==> config.mk <==
export PLATFORM = sky130hd
export DESIGN_NAME = mem_arbiter
export DESIGN_NICKNAME = d
export VERILOG_FILES = /design/src/rtl/mem_arbiter_pkg.sv /design/src/rtl/mem_lat_counter.sv /design/src/rtl/mem_arbiter.sv
export SDC_FILE = /design/constraint.sdc
export NUM_CORES = 1
export LEC_CHECK = 0
export ABC_AREA = 1
export BUFFER_PORTS_ARGS = -buffer_cell sky130_fd_sc_hd__buf_2
export CAP_MARGIN = 30
export CORE_MARGIN = 5
export CORE_UTILIZATION = 44
export DETAILED_ROUTE_END_ITERATION = 16
export PLACE_DENSITY = 0.84
export SYNTH_ARGS = -nofsm -noshare
export SYNTH_HDL_FRONTEND = slang
export SYNTH_SLANG_ARGS = --single-unit
export TNS_END_PERCENT = 1
==> constraint.sdc <==
create_clock -name clk -period 1.3 [get_ports clk]
set_input_delay 0.065 -clock clk [delete_from_list [all_inputs] [get_ports clk]]
set_output_delay 0.065 -clock clk [all_outputs]
set_load 0.03 [all_outputs]
==> src/rtl/mem_arbiter_pkg.sv <==
// Shared types and constants for the two-port memory arbiter.
package mem_arbiter_pkg;

  typedef enum logic [1:0] {
    IDLE   = 2'd0,
    BUSY_I = 2'd1,
    BUSY_D = 2'd2
  } state_t;

  localparam int LATENCY_DEFAULT = 2;
  localparam int CNT_W = 4;

endpackage

==> src/rtl/mem_lat_counter.sv <==
// Access-latency counter: loads 1 on grant, counts while busy, flags the last busy cycle.
module mem_lat_counter
  import mem_arbiter_pkg::*;
#(
  parameter int LATENCY = LATENCY_DEFAULT
) (
  input  logic clk,
  input  logic reset_n,
  input  logic load,
  input  logic run,
  output logic last
);

  logic [CNT_W-1:0] count;

  assign last = (count == CNT_W'(LATENCY));

  // Clears itself on the final cycle so it idles at 0 between accesses.
  always_ff @(posedge clk or negedge reset_n) begin
    if (!reset_n) begin
      count <= '0;
    end else if (load) begin
      count <= CNT_W'(1);
    end else if (run) begin
      if (last) count <= '0;
      else      count <= count + CNT_W'(1);
    end
  end

endmodule

==> src/rtl/mem_arbiter.sv <==
// Arbitrates an instruction port and a data port onto one single-port memory.
// Define ARB_RR_EN for round-robin on contention; default is fixed D-over-I priority.
module mem_arbiter
  import mem_arbiter_pkg::*;
#(
  parameter int LATENCY = LATENCY_DEFAULT,
  parameter int WIDTH   = 16
) (
  input  logic             clk,
  input  logic             reset_n,
  input  logic             i_req,
  input  logic [WIDTH-1:0] i_addr,
  output logic             i_ready,
  output logic [WIDTH-1:0] i_data,
  input  logic             d_req,
  input  logic             d_we,
  input  logic [WIDTH-1:0] d_addr,
  input  logic [WIDTH-1:0] d_wdata,
  output logic             d_ready,
  output logic [WIDTH-1:0] d_rdata,
  output logic             mem_read,
  output logic             mem_write,
  output logic [WIDTH-1:0] mem_addr,
  output logic [WIDTH-1:0] mem_wdata,
  input  logic [WIDTH-1:0] mem_rdata,
  output logic             busy,
  output logic [1:0]       state
);

  localparam logic [1:0] S_IDLE   = IDLE;
  localparam logic [1:0] S_BUSY_I = BUSY_I;
  localparam logic [1:0] S_BUSY_D = BUSY_D;

  // Handshake: a requester raises req with its payload and holds both until its
  // ready pulses for one cycle; payload is captured at grant, and a requester is
  // not re-granted in the cycle its ready is high.
  logic [1:0]       state_q, state_d;
  logic [WIDTH-1:0] addr_q, wdata_q;
  logic             we_q;
  logic             i_elig, d_elig, pick_d, grant, last;

  assign i_elig = i_req && !i_ready;
  assign d_elig = d_req && !d_ready;
  assign grant  = (state_q == S_IDLE) && (i_elig || d_elig);

`ifdef ARB_RR_EN
  logic last_d;
  assign pick_d = d_elig && (!i_elig || !last_d);

  always_ff @(posedge clk or negedge reset_n) begin
    if (!reset_n)   last_d <= 1'b0;
    else if (grant) last_d <= pick_d;
  end
`else
  assign pick_d = d_elig;
`endif

  always_comb begin
    state_d = state_q;
    case (state_q)
      S_IDLE: begin
        if (pick_d)      state_d = S_BUSY_D;
        else if (i_elig) state_d = S_BUSY_I;
      end
      S_BUSY_I, S_BUSY_D: begin
        if (last) state_d = S_IDLE;
      end
      default: state_d = S_IDLE;
    endcase
  end

  always_ff @(posedge clk or negedge reset_n) begin
    if (!reset_n) begin
      state_q <= S_IDLE;
      addr_q  <= '0;
      wdata_q <= '0;
      we_q    <= 1'b0;
      i_ready <= 1'b0;
      d_ready <= 1'b0;
      i_data  <= '0;
      d_rdata <= '0;
    end else begin
      state_q <= state_d;
      if (grant) begin
        addr_q  <= pick_d ? d_addr : i_addr;
        wdata_q <= pick_d ? d_wdata : '0;
        we_q    <= pick_d && d_we;
      end
      i_ready <= (state_q == S_BUSY_I) && last;
      d_ready <= (state_q == S_BUSY_D) && last;
      if ((state_q == S_BUSY_I) && last) i_data <= mem_rdata;
      // Stores complete with a pulse but leave the last load result intact.
      if ((state_q == S_BUSY_D) && last && !we_q) d_rdata <= mem_rdata;
    end
  end

  mem_lat_counter #(.LATENCY(LATENCY)) u_lat (
    .clk     (clk),
    .reset_n (reset_n),
    .load    (grant),
    .run     (busy),
    .last    (last)
  );

  assign state     = state_q;
  assign busy      = (state_q != S_IDLE);
  assign mem_read  = (state_q == S_BUSY_I) || ((state_q == S_BUSY_D) && !we_q);
  assign mem_write = (state_q == S_BUSY_D) && we_q;
  assign mem_addr  = busy ? addr_q : '0;
  assign mem_wdata = busy ? wdata_q : '0;

endmodule

* Word-level counts from Yosys, hierarchy flattened
Cells that the tools add are included.
** Word-level totals
- Output and inout port bits :: 71
- Register bits :: 73
** Cells by class
- Eq/ne operators :: 5
- Mux-type cells :: 11
- Add/sub/neg operators :: 1
- Reduce and logical (&&, ||, !) cells :: 19
** Operators by type and width (count)
- $mux 16 :: 4
- $mux 4 :: 3
- $logic_and 1x1->1 :: 9
- $mux 2 :: 3
- $add 4x1->4 const B :: 1
- $eq 4x2->1 const B :: 1
- $pmux 2 s2 :: 1
- $reduce_bool 2->1 :: 2
- $logic_not 1->1 :: 3
- $ne 3x3->1 const B :: 1
- $eq 2x1->1 const B :: 1
- $eq 2x2->1 const B :: 1
- $logic_not 2->1 :: 1
- $logic_or 1x1->1 :: 2
- $ne 2x2->1 const B :: 1
- $reduce_and 2->1 :: 1
- $reduce_or 2->1 :: 1

* Longest topological paths before layout
Gate-level depths: netlist (run 1).
- Word-level depth :: 5
- Mapped depth :: 8
- Gate-level depth less buffers :: 7

* Hierarchy
Synthesis (run 1) repeated with hierarchy kept, for this count alone.
** Unflattened totals
- Cell total of the unflattened synthesis :: 450
- Area total of the unflattened synthesis :: 3442.1 um^2
** Modules (own cells, without submodules)
- mem_arbiter :: cells each 413, times used 1, area each 3191.8 um^2
- mem_lat_counter :: cells each 37, times used 1, area each 250.2 um^2

* Worst setup path after synthesis (run 1)
OpenSTA, ideal clock, no wires.
- Kind :: register to output
- Start :: register state_q[1], in the netlist state[1]
- End :: output mem_read
- Path slack :: -0.412 ns
- Arrival :: 1.647 ns
- Buffers on the path :: 1
- Cell stages (with the launch flop) :: 6
- Data required time :: 1.235 ns
- Path through :: dfrtp_1 > inv_1 > ha_1 > inv_1 > clkbuf_1 > o21ai_0
** On the way
- Word-level cells in the longest chain between the ends :: 3
- Elaborated cells between the ends (all ways) :: 4
- Classes of those cells :: eq/ne (2); reduce/logical (2)
** RTL lines
- from (decl) :: RTL line mem_arbiter.sv:37 : logic [1:0] state_q, state_d;
- from (signal assigned) :: RTL line mem_arbiter.sv:83 : state_q <= state_d;
- $eq 2x2->1 :: RTL line mem_arbiter.sv:107 : assign mem_read = (state_q == S_BUSY_I) || ((state_q == S_BUSY_D) && !we_q);
- $logic_and 1x1->1 :: RTL line mem_arbiter.sv:107
- $logic_or 1x1->1 * :: RTL line mem_arbiter.sv:107
- to (decl) :: RTL line mem_arbiter.sv:21 : output logic mem_read,
Mark *: on every way between the ends. The rest lies on a longest branch, timed or not.

* Worst setup path in the final report (run 1)
- Start :: register state_q[0], in the netlist state[0]
- End :: output mem_wdata[15]
** On the way
- Word-level cells in the longest chain between the ends :: 2
** RTL lines
- $reduce_bool 2->1 :: RTL line mem_arbiter.sv:106 : assign busy = (state_q != S_IDLE);
- $mux 16 :: RTL line mem_arbiter.sv:110 : assign mem_wdata = busy ? wdata_q : '0;
- to (decl) :: RTL line mem_arbiter.sv:24 : output logic [WIDTH-1:0] mem_wdata,
Every way passes these cells.

==> results.ini, run 1 <==
[clock_network]
cts_tree = built
cts_buffers = 9
cts_sinks = 73
path_clk_slew_ns = 0.07
cts_max_level = 3
clock_latency_ns = 0.33
clockRootBuffer = clkbuf_8
clockBufferDepth = 2

[placement]
numPortBuffers = 139
gp_congestion = 0.835
dpl_cell_area_um2 = 4730
dp_hpwl_um = 7230

[power_and_ir_drop]
comb_power_share = 0.586
vdd_drop_max_v = 0.00163
leakagePower_nw = 2.97
powerDensity_nw_per_um2 = 2530
power.internal_mw = 7.58
power.share.sequential = 0.273
swShare = 0.469
power.share.clock = 0.141
switchingPower_mw = 6.69

[critical_path]
path_max_fanout = 12
crit_arrival_ns = 1.49
end_kind = primary output
cp-start-kind = flop
critPathKind = reg -> out
cp.required_ns = 1.24

[floorplanning]
fp-row-count = 32
die_h_um = 99.8
die-width_um = 99.8
core-area_um2 = 7770
io_pins = 140
die_area_um2 = 9950
initial_core_util = 0.456

[synth]
netlist_area_um2 = 3540
ys_ff_latch = 73
synth.avg_cell_area_um2 = 7.69
ys_seq_area_frac = 0.515
syn_nets = 535
ys_warn_count = 0
post_synth_inst_count = 461
synth.distinct_cells = 22

[timing]
whs_ns = 0.0346
fin_crit_sh = 1.19
tns_ns = -13.73
slew_headroom = 0.823
min_period_ns = 1.55
rsz0062_at_grt = yes
skew_ns = 0.00790
hold_viol_final = 0
maxSlewViolCount = 0
setup_viol = 86
tightest_slew_ns = 0.265
setup_slack_ns = -0.253
fmax_ghz = 0.644

[route]
wl_met2_um = 5960
vias_per_cell = 4.91
routed_wirelength_um = 11400
final_antenna_net_count = 0
wl_met1_um = 4240
dr.pass1.iters = 5
dr_wl_met3_um = 1000
drtIter0Drc = 167
topRoutingLayerUsed = met4
drc = 0
wire_per_inst_um = 14.9
dr_total_vias = 3738

[grt]
antenna_found_initial = 0
overflow = 0
grt_pass1_wl_um = 18600
grt_max_degree = 41
grt_usage = 0.234
grt_pass1_vias = 4069

[finish]
drive_gt1_frac = 0.371
syn_to_final_growth_pct = 59.1
fillers = 553
n_antenna_cell = 0
nets = 729
fin_area_um2 = 5640

[job]
drv_cap = 0

[outcome]
status = finished, violations left
violations = setup timing

[hold_path]
min-delay-path-class = in -> reg

-- kinds of logic (layout without fill, tap and decap cells) --
kind of cell	count (synthesis)	after routing	share of synthesized area
buffers and inverters	67	266	0.0886
AO/OA/AOI/OAI	19	19	0.0268
XOR/XNOR	1	1	0.00247
adder cells (fa/ha/maj)	5	5	0.0176
AND/OR/NAND/NOR	296	296	0.349
flip-flops	73	73	0.515
-- power groups by stage --
| stage | Combinational (mW) | Sequential (mW) | Clock, mW |
|---|---|---|---|
| floorplan | 4.06 | 4.82 | 0 |
| global placement | 7.04 | 3.82 | 0 |
| detailed placement | 7.21 | 3.87 | 0 |
| CTS | 8.48 | 3.85 | 2.05 |
| global route | 9.02 | 4.01 | 2.15 |
| finish | 8.37 | 3.90 | 2.01 |
-- routing by layer --
| layer | global-route usage | vias up |
|---|---|---|
| met5 | 0 | - |
| met4 | 0.0956 | 0 |
| met3 | 0.0645 | 15 |
| met2 | 0.418 | 160 |
| met1 | 0.260 | 1771 |
| li1 | - | 1792 |
-- cell usage after synthesis --
cell type  instances  share of area
nand3_1           51          0.072
ha_1               5          0.018
buf_6              3         0.0095
nand2_1          199           0.21
a21oi_1            2         0.0028
nand4_1            1         0.0018
nand2_4            1         0.0032
buf_8              1         0.0042
nor2_4             1         0.0032
nor2_8             1         0.0056
inv_2              2         0.0021
clkbuf_1           5         0.0053
nor2_1            36          0.038
xor2_1             1         0.0025
nand2_8            1         0.0056
nor2_2             2         0.0035
buf_4              5          0.011
dfrtp_1           73           0.52
o21ai_0           17          0.024
buf_2              8          0.011
inv_1             43          0.046
nand2_2            3         0.0053
-- stage by stage --
step | util | setup WS [ns] | std cells | total power [mW]
after floorplan | - | -0.228 | 461 | 8.88
final | 0.726 | -0.253 | 762 | 14.3
after global placement | 0.609 | -0.00729 | 701 | 10.9
after CTS | 0.728 | -0.292 | 763 | 14.4
after global routing | 0.726 | -0.319 | 762 | 15.2
after detailed placement | 0.609 | -0.108 | 701 | 11.1
-- cell type report --
cell class / instances / area (um2) / area share
clock inverter: 4 / 73.8 / 0.0131
tap: 102 / 128 / 0.0226
multi-input combinational: 321 / 1690 / 0.299
timing repair buffer: 205 / 1590 / 0.281
clock buffer: 12 / 155 / 0.0275
inverter: 45 / 178 / 0.0315
sequential: 73 / 1830 / 0.324
-- worst max-delay path, cell delays in order, from the launching register on --
cell     delay (ns)
dfrtp_2        0.44
inv_4          0.08
ha_4           0.22
buf_12         0.21
nor2_2         0.06
buf_6          0.13
-- flip-flops by register name, indices dropped and copies added, names as in the netlist --
register and flops:
d_ready 1, i_ready 1, addr_q 16, state 2, we_q 1, i_data 16, wdata_q 16, d_rdata 16
u_lat.count 4
-- cell usage in the layout (no fill, tap or decap) --
cell type | Yosys | final
xor2_1 | 1 | 1
inv_6 | 0 | 1
o21ai_2 | 0 | 1
clkinvlp_4 | 0 | 1
nor2_4 | 1 | 33
nand3_2 | 0 | 1
bufinv_16 | 0 | 2
ha_4 | 0 | 2
nand3_1 | 51 | 50
inv_4 | 0 | 2
buf_2 | 8 | 109
dfrtp_2 | 0 | 2
buf_4 | 5 | 20
nor2_1 | 36 | 3
o21ai_0 | 17 | 16
clkinv_2 | 0 | 1
nand2_4 | 1 | 2
nand2_8 | 1 | 1
inv_2 | 2 | 7
inv_1 | 43 | 35
dlygate4sd3_1 | 0 | 34
nand2_2 | 3 | 2
buf_12 | 0 | 9
a21oi_1 | 2 | 1
dfrtp_1 | 73 | 71
nor2_8 | 1 | 1
nand4_1 | 1 | 1
clkbuf_8 | 0 | 11
clkbuf_1 | 5 | 1
buf_6 | 3 | 33
nand2_1 | 199 | 199
ha_1 | 5 | 3
a21oi_2 | 0 | 1
nor2_2 | 2 | 3
-- timing repair --
action,CTS,global route
gates resized for setup,68,15
endpoints found under the hold margin,122,0
endpoints found under the setup margin,83,106
pin swaps,20,14
cloned,2,0
hold buffers,34,0
buffers inserted,10,2
-- final timing paths --
path / slack [ns] / depth (start not counted) / endpoint / from
max in group asynchronous: 0.66 / 3 / wdata_q[4]$_DFFE_PN0P_ / reset_n
max reg2reg: -0.19 / 8 / wdata_q[6]$_DFFE_PN0P_ / state[0]$_DFFE_PN0P_
min in group asynchronous: 0.13 / 2 / wdata_q[6]$_DFFE_PN0P_ / reset_n
min: 0.03 / 5 / addr_q[13]$_DFFE_PN0P_ / i_addr[13]
max: -0.25 / 5 / mem_wdata[15] / state[0]$_DFFE_PN0P_
min reg2reg: 0.48 / 2 / addr_q[13]$_DFFE_PN0P_ / addr_q[13]$_DFFE_PN0P_
(Power assumes the default switching activity.)
==> run 2: changes to the inputs <==
- CTS_BUF_LIST: unset -> sky130_fd_sc_hd__clkbuf_8 sky130_fd_sc_hd__clkbuf_16
- MAX_ROUTING_LAYER: unset -> met4
==> results.ini, run 2 (synthesized netlist as in run 1, its figures left out) <==
[floorplanning]
die_area_um2 = 9950
die_h_um = 99.8
fp-row-count = 32
io_pins = 140
initial_core_util = 0.456
die-width_um = 99.8
core-area_um2 = 7770

[power_and_ir_drop]
switchingPower_mw = 6.69
power.internal_mw = 7.64
powerDensity_nw_per_um2 = 2530
power.share.sequential = 0.271
vdd_drop_max_v = 0.00164
leakagePower_nw = 2.99
power.share.clock = 0.140
swShare = 0.467
comb_power_share = 0.589
power_mw = 14.3

[hold_path]
holdPathStages = 5
min-delay-path-class = in -> reg
worstHoldStart = i_addr[13]
hold-path-endpoint = addr_q[13]$_DFFE_PN0P_

[critical_path]
cp.required_ns = 1.24
r2r_end = wdata_q[6]$_DFFE_PN0P_
reg2reg_slack_ns = -0.19
ff2ff_path_depth = 8
critPathKind = reg -> out
end_kind = primary output
reg2reg_from = state[0]$_DFFE_PN0P_
path_max_fanout = 12
crit_arrival_ns = 1.50
cp-start-kind = flop

[timing]
setup_slack_ns = -0.261
fmax_ghz = 0.641
fin_crit_sh = 1.20
maxSlewViolCount = 0
setup_viol = 103
slew_headroom = 0.827
tightest_slew_ns = 0.259
min_period_ns = 1.56
rsz0062_at_grt = yes
skew_ns = 0.00732
hold_viol_final = 0

[route]
drtIter0Drc = 155
final_antenna_net_count = 0
dr_total_vias = 3740
vias_per_cell = 4.90
wire_per_inst_um = 14.9
dr.pass1.iters = 4
drc = 0
routed_wirelength_um = 11400

[placement]
dp_cells = 701
dpl_cell_area_um2 = 4730
gp_congestion = 0.848
dp_hpwl_um = 7230
numPortBuffers = 139

[clock_network]
path_clk_slew_ns = 0.08
cts_max_level = 3
cts_buffers = 9
cts_tree = built
clock_latency_ns = 0.33
cts_sinks = 73
clockBufferDepth = 2
clockRootBuffer = clkbuf_8

[finish]
final_cells = 764
final_common_cell = nand2_1
fin_area_um2 = 5670
drive_gt1_frac = 0.366
n_antenna_cell = 0
fin_util = 0.729
nets = 731
mostFrequentLayoutCells = 199 x nand2_1, 109 x buf_2, 71 x dfrtp_1
syn_to_final_growth_pct = 59.8
fillers = 545

[grt]
grt_pass1_vias = 4081
overflow = 0
grt_usage = 0.241
antenna_found_initial = 0
grt_max_degree = 41
grt_pass1_wl_um = 18600

[outcome]
status = finished, violations left
violations = setup timing

[job]
drv_cap = 0

==> run 2: power by group through the flow <==
| stage | registers, mW | clock network, mW | logic [mW] |
|---|---|---|---|
| floorplan | 4.82 | 0 | 4.06 |
| global placement | 3.82 | 0 | 7.04 |
| detailed placement | 3.87 | 0 | 7.21 |
| CTS | 3.85 | 2.04 | 8.48 |
| global route | 4.01 | 2.14 | 9.09 |
| finish | 3.89 | 2.01 | 8.44 |
==> run 2: cell type report <==
type	instances	area, um2	share of cell area
sequential	73	1830	0.323
multi-input combinational	321	1680	0.297
timing repair buffer	207	1620	0.287
inverter	45	175	0.0309
clock buffer	11	151	0.0267
tap	102	128	0.0225
clock inverter	5	77.6	0.0137
==> run 2: worst max path at each step <==
stage                               to            startpoint  slack (ns)
4_1_cts                       mem_read  state[0]$_DFFE_PN0P_       -0.29
5_1_grt                  mem_wdata[15]  state[0]$_DFFE_PN0P_       -0.33
3_5_place_dp    d_rdata[8]$_DFFE_PN0P_  state[0]$_DFFE_PN0P_       -0.11
2_1_floorplan  wdata_q[10]$_DFFE_PN0P_  state[1]$_DFFE_PN0P_       -0.23
3_3_place_gp    i_data[15]$_DFFE_PN0P_  state[1]$_DFFE_PN0P_      -0.007
6_report                 mem_wdata[15]  state[0]$_DFFE_PN0P_       -0.26
==> run 2: critical path, cell delays in order, from the launching register on <==
cell and delay (ns):
dfrtp_2 0.44, inv_4 0.09, ha_4 0.22, buf_12 0.21, nor2_2 0.06, buf_6 0.13
==> run 2: layer usage <==
metal  wire, um  vias up  global-route usage
li1           -     1797                   -
met1       4350     1768               0.267
met2       5990      159               0.418
met3        888       16              0.0540
met4        182        0              0.0956
met5          0        -                   -
==> run 2: through the flow <==
step | TNS [ns] | hold WS [ns] | setup WS [ns]
after floorplan | -9.73 | -0.231 | -0.228
after global placement | -0.0228 | -0.0733 | -0.00729
after global routing | -24.82 | 0.0401 | -0.328
after CTS | -15.94 | 0.0191 | -0.292
after detailed placement | -2.75 | -0.0714 | -0.108
final | -16.25 | 0.0311 | -0.261
==> run 2: what timing repair did <==
item / 4_1_cts / 5_1_grt
hold buffers: 34 / 0
buffers inserted: 10 / 4
pin swaps: 20 / 14
endpoints found under the hold margin: 122 / 0
resized for setup: 67 / 12
endpoints found under the setup margin: 83 / 106
cloned: 2 / 0
==> run 3: changes to the inputs <==
- CORE_UTILIZATION: 44 -> 45
- CTS_BUF_LIST: sky130_fd_sc_hd__clkbuf_8 sky130_fd_sc_hd__clkbuf_16 -> sky130_fd_sc_hd__clkbuf_4
- PLACE_DENSITY: 0.84 -> 0.83
==> results.ini, run 3 (synthesized netlist as in run 1, its figures left out) <==
[timing]
fin_crit_sh = 1.30
min_period_ns = 1.70
tightest_slew_ns = 0.428
maxSlewViolCount = 0
slew_headroom = 0.714
setup_slack_ns = -0.395
hold_viol_final = 0
fmax_ghz = 0.590
rsz0062_at_grt = yes
setup_viol = 90
skew_ns = 0.0150

[clock_network]
cts_sinks = 73
clockRootBuffer = clkbuf_4
cts_buffers = 9
clockBufferDepth = 2
cts_tree = built
path_clk_slew_ns = 0.12
cts_max_level = 3
clock_latency_ns = 0.43

[power_and_ir_drop]
powerDensity_nw_per_um2 = 2420
power_mw = 14.4
vdd_drop_max_v = 0.00193
leakagePower_nw = 3.08

[critical_path]
path_max_fanout = 8
end_kind = primary output
r2r_end = wdata_q[13]$_DFFE_PN0P_
critPathKind = reg -> out
cp.required_ns = 1.24
reg2reg_slack_ns = -0.25
cp-start-kind = flop
slowest_delay_ns = 0.46
slowest_stage = dfrtp_2
ff2ff_path_depth = 8
cp_cell_sequence = inv_4 -> ha_4 -> clkbuf_16 -> nor2_4 -> buf_6
crit_arrival_ns = 1.63
reg2reg_from = state[0]$_DFFE_PN0P_

[placement]
dp_hpwl_um = 7450
dp_cells = 704
place_ws_ns = -0.0763
gp_congestion = 0.847
numPortBuffers = 139

[floorplanning]
core-area_um2 = 7690
initial_core_util = 0.461
die-width_um = 98.8
fp-row-count = 32
die_h_um = 98.8
die_area_um2 = 9750
io_pins = 140

[grt]
overflow = 0
grt_pass1_wl_um = 20500
grt_max_degree = 33
grt_pass1_vias = 4325
antenna_found_initial = 0
grt_usage = 0.271

[finish]
syn_to_final_growth_pct = 67.9
n_antenna_cell = 0
final_cells = 794
fin_util = 0.774
drive_gt1_frac = 0.374
mostFrequentLayoutCells = 190 x nand2_1, 104 x buf_2, 71 x dfrtp_1
nets = 761
final_common_cell = nand2_1
fillers = 492

[route]
drc = 0
drtIter0Drc = 191
dr_total_vias = 4082
routed_wirelength_um = 13200
dr.pass1.iters = 5
vias_per_cell = 5.14
wire_per_inst_um = 16.6
final_antenna_net_count = 0

[hold_path]
worstHoldStart = d_addr[7]
holdPathStages = 5
hold-path-endpoint = addr_q[7]$_DFFE_PN0P_
min-delay-path-class = in -> reg

[outcome]
status = finished, violations left
violations = setup timing

[job]
drv_cap = 0

-- run 3: stage by stage --
step,setup TNS (ns),area (um2),hold WS (ns)
floorplan,-9.73,3810,-0.231
global placement,-0.0559,4730,0.0272
detailed placement,-1.74,4730,0.0309
CTS,-17.70,5790,0.00212
global route,-28.20,5950,0.00619
finish,-20.78,5950,0.00787
-- run 3: critical path: cells and delay by family (launching register included) --
family | cells | cell delay [ns]
adder cells (fa/ha/maj) | 1 | 0.28
buffers and inverters | 3 | 0.43
flip-flops | 1 | 0.46
AND/OR/NAND/NOR | 1 | 0.03
-- run 3: layout make-up --
class | count | area [um2] | area share
timing repair buffer | 237 | 1950 | 0.327
sequential | 73 | 1830 | 0.307
multi-input combinational | 321 | 1730 | 0.291
inverter | 45 | 178 | 0.0299
tap | 102 | 128 | 0.0214
clock inverter | 7 | 71.3 | 0.0120
clock buffer | 9 | 67.6 | 0.0114
-- run 3: per-layer routing --
metal	global-route usage	vias up	routed length, um
met4	0.101	0	446
met2	0.480	232	6900
met3	0.0594	49	1080
li1	-	1857	-
met1	0.296	1944	4780
met5	-	-	0
-- run 3: how the worst max path moves through the flow --
stage | start | slack [ns] | end
6_report | state[0]$_DFFE_PN0P_ | -0.40 | mem_wdata[5]
5_1_grt | state[0]$_DFFE_PN0P_ | -0.49 | mem_addr[15]
4_1_cts | state[0]$_DFFE_PN0P_ | -0.43 | mem_addr[2]
3_5_place_dp | state[0]$_DFFE_PN0P_ | -0.08 | d_rdata[8]$_DFFE_PN0P_
3_3_place_gp | state[1]$_DFFE_PN0P_ | -0.009 | i_data[12]$_DFFE_PN0P_
2_1_floorplan | state[1]$_DFFE_PN0P_ | -0.23 | wdata_q[10]$_DFFE_PN0P_
-- run 3: what timing repair did --
action,in CTS,in global routing
setup endpoints to repair,89,106
gates cloned,2,1
endpoints found under the hold margin,138,0
pin swaps,27,16
buffers inserted,6,7
gates resized for setup,70,50
hold buffers,60,0
-- run 3: report_power, final --
part           switching (mW)  internal [mW]
Sequential              0.682           3.28
Clock                   0.833          0.581
Combinational            5.54           3.50
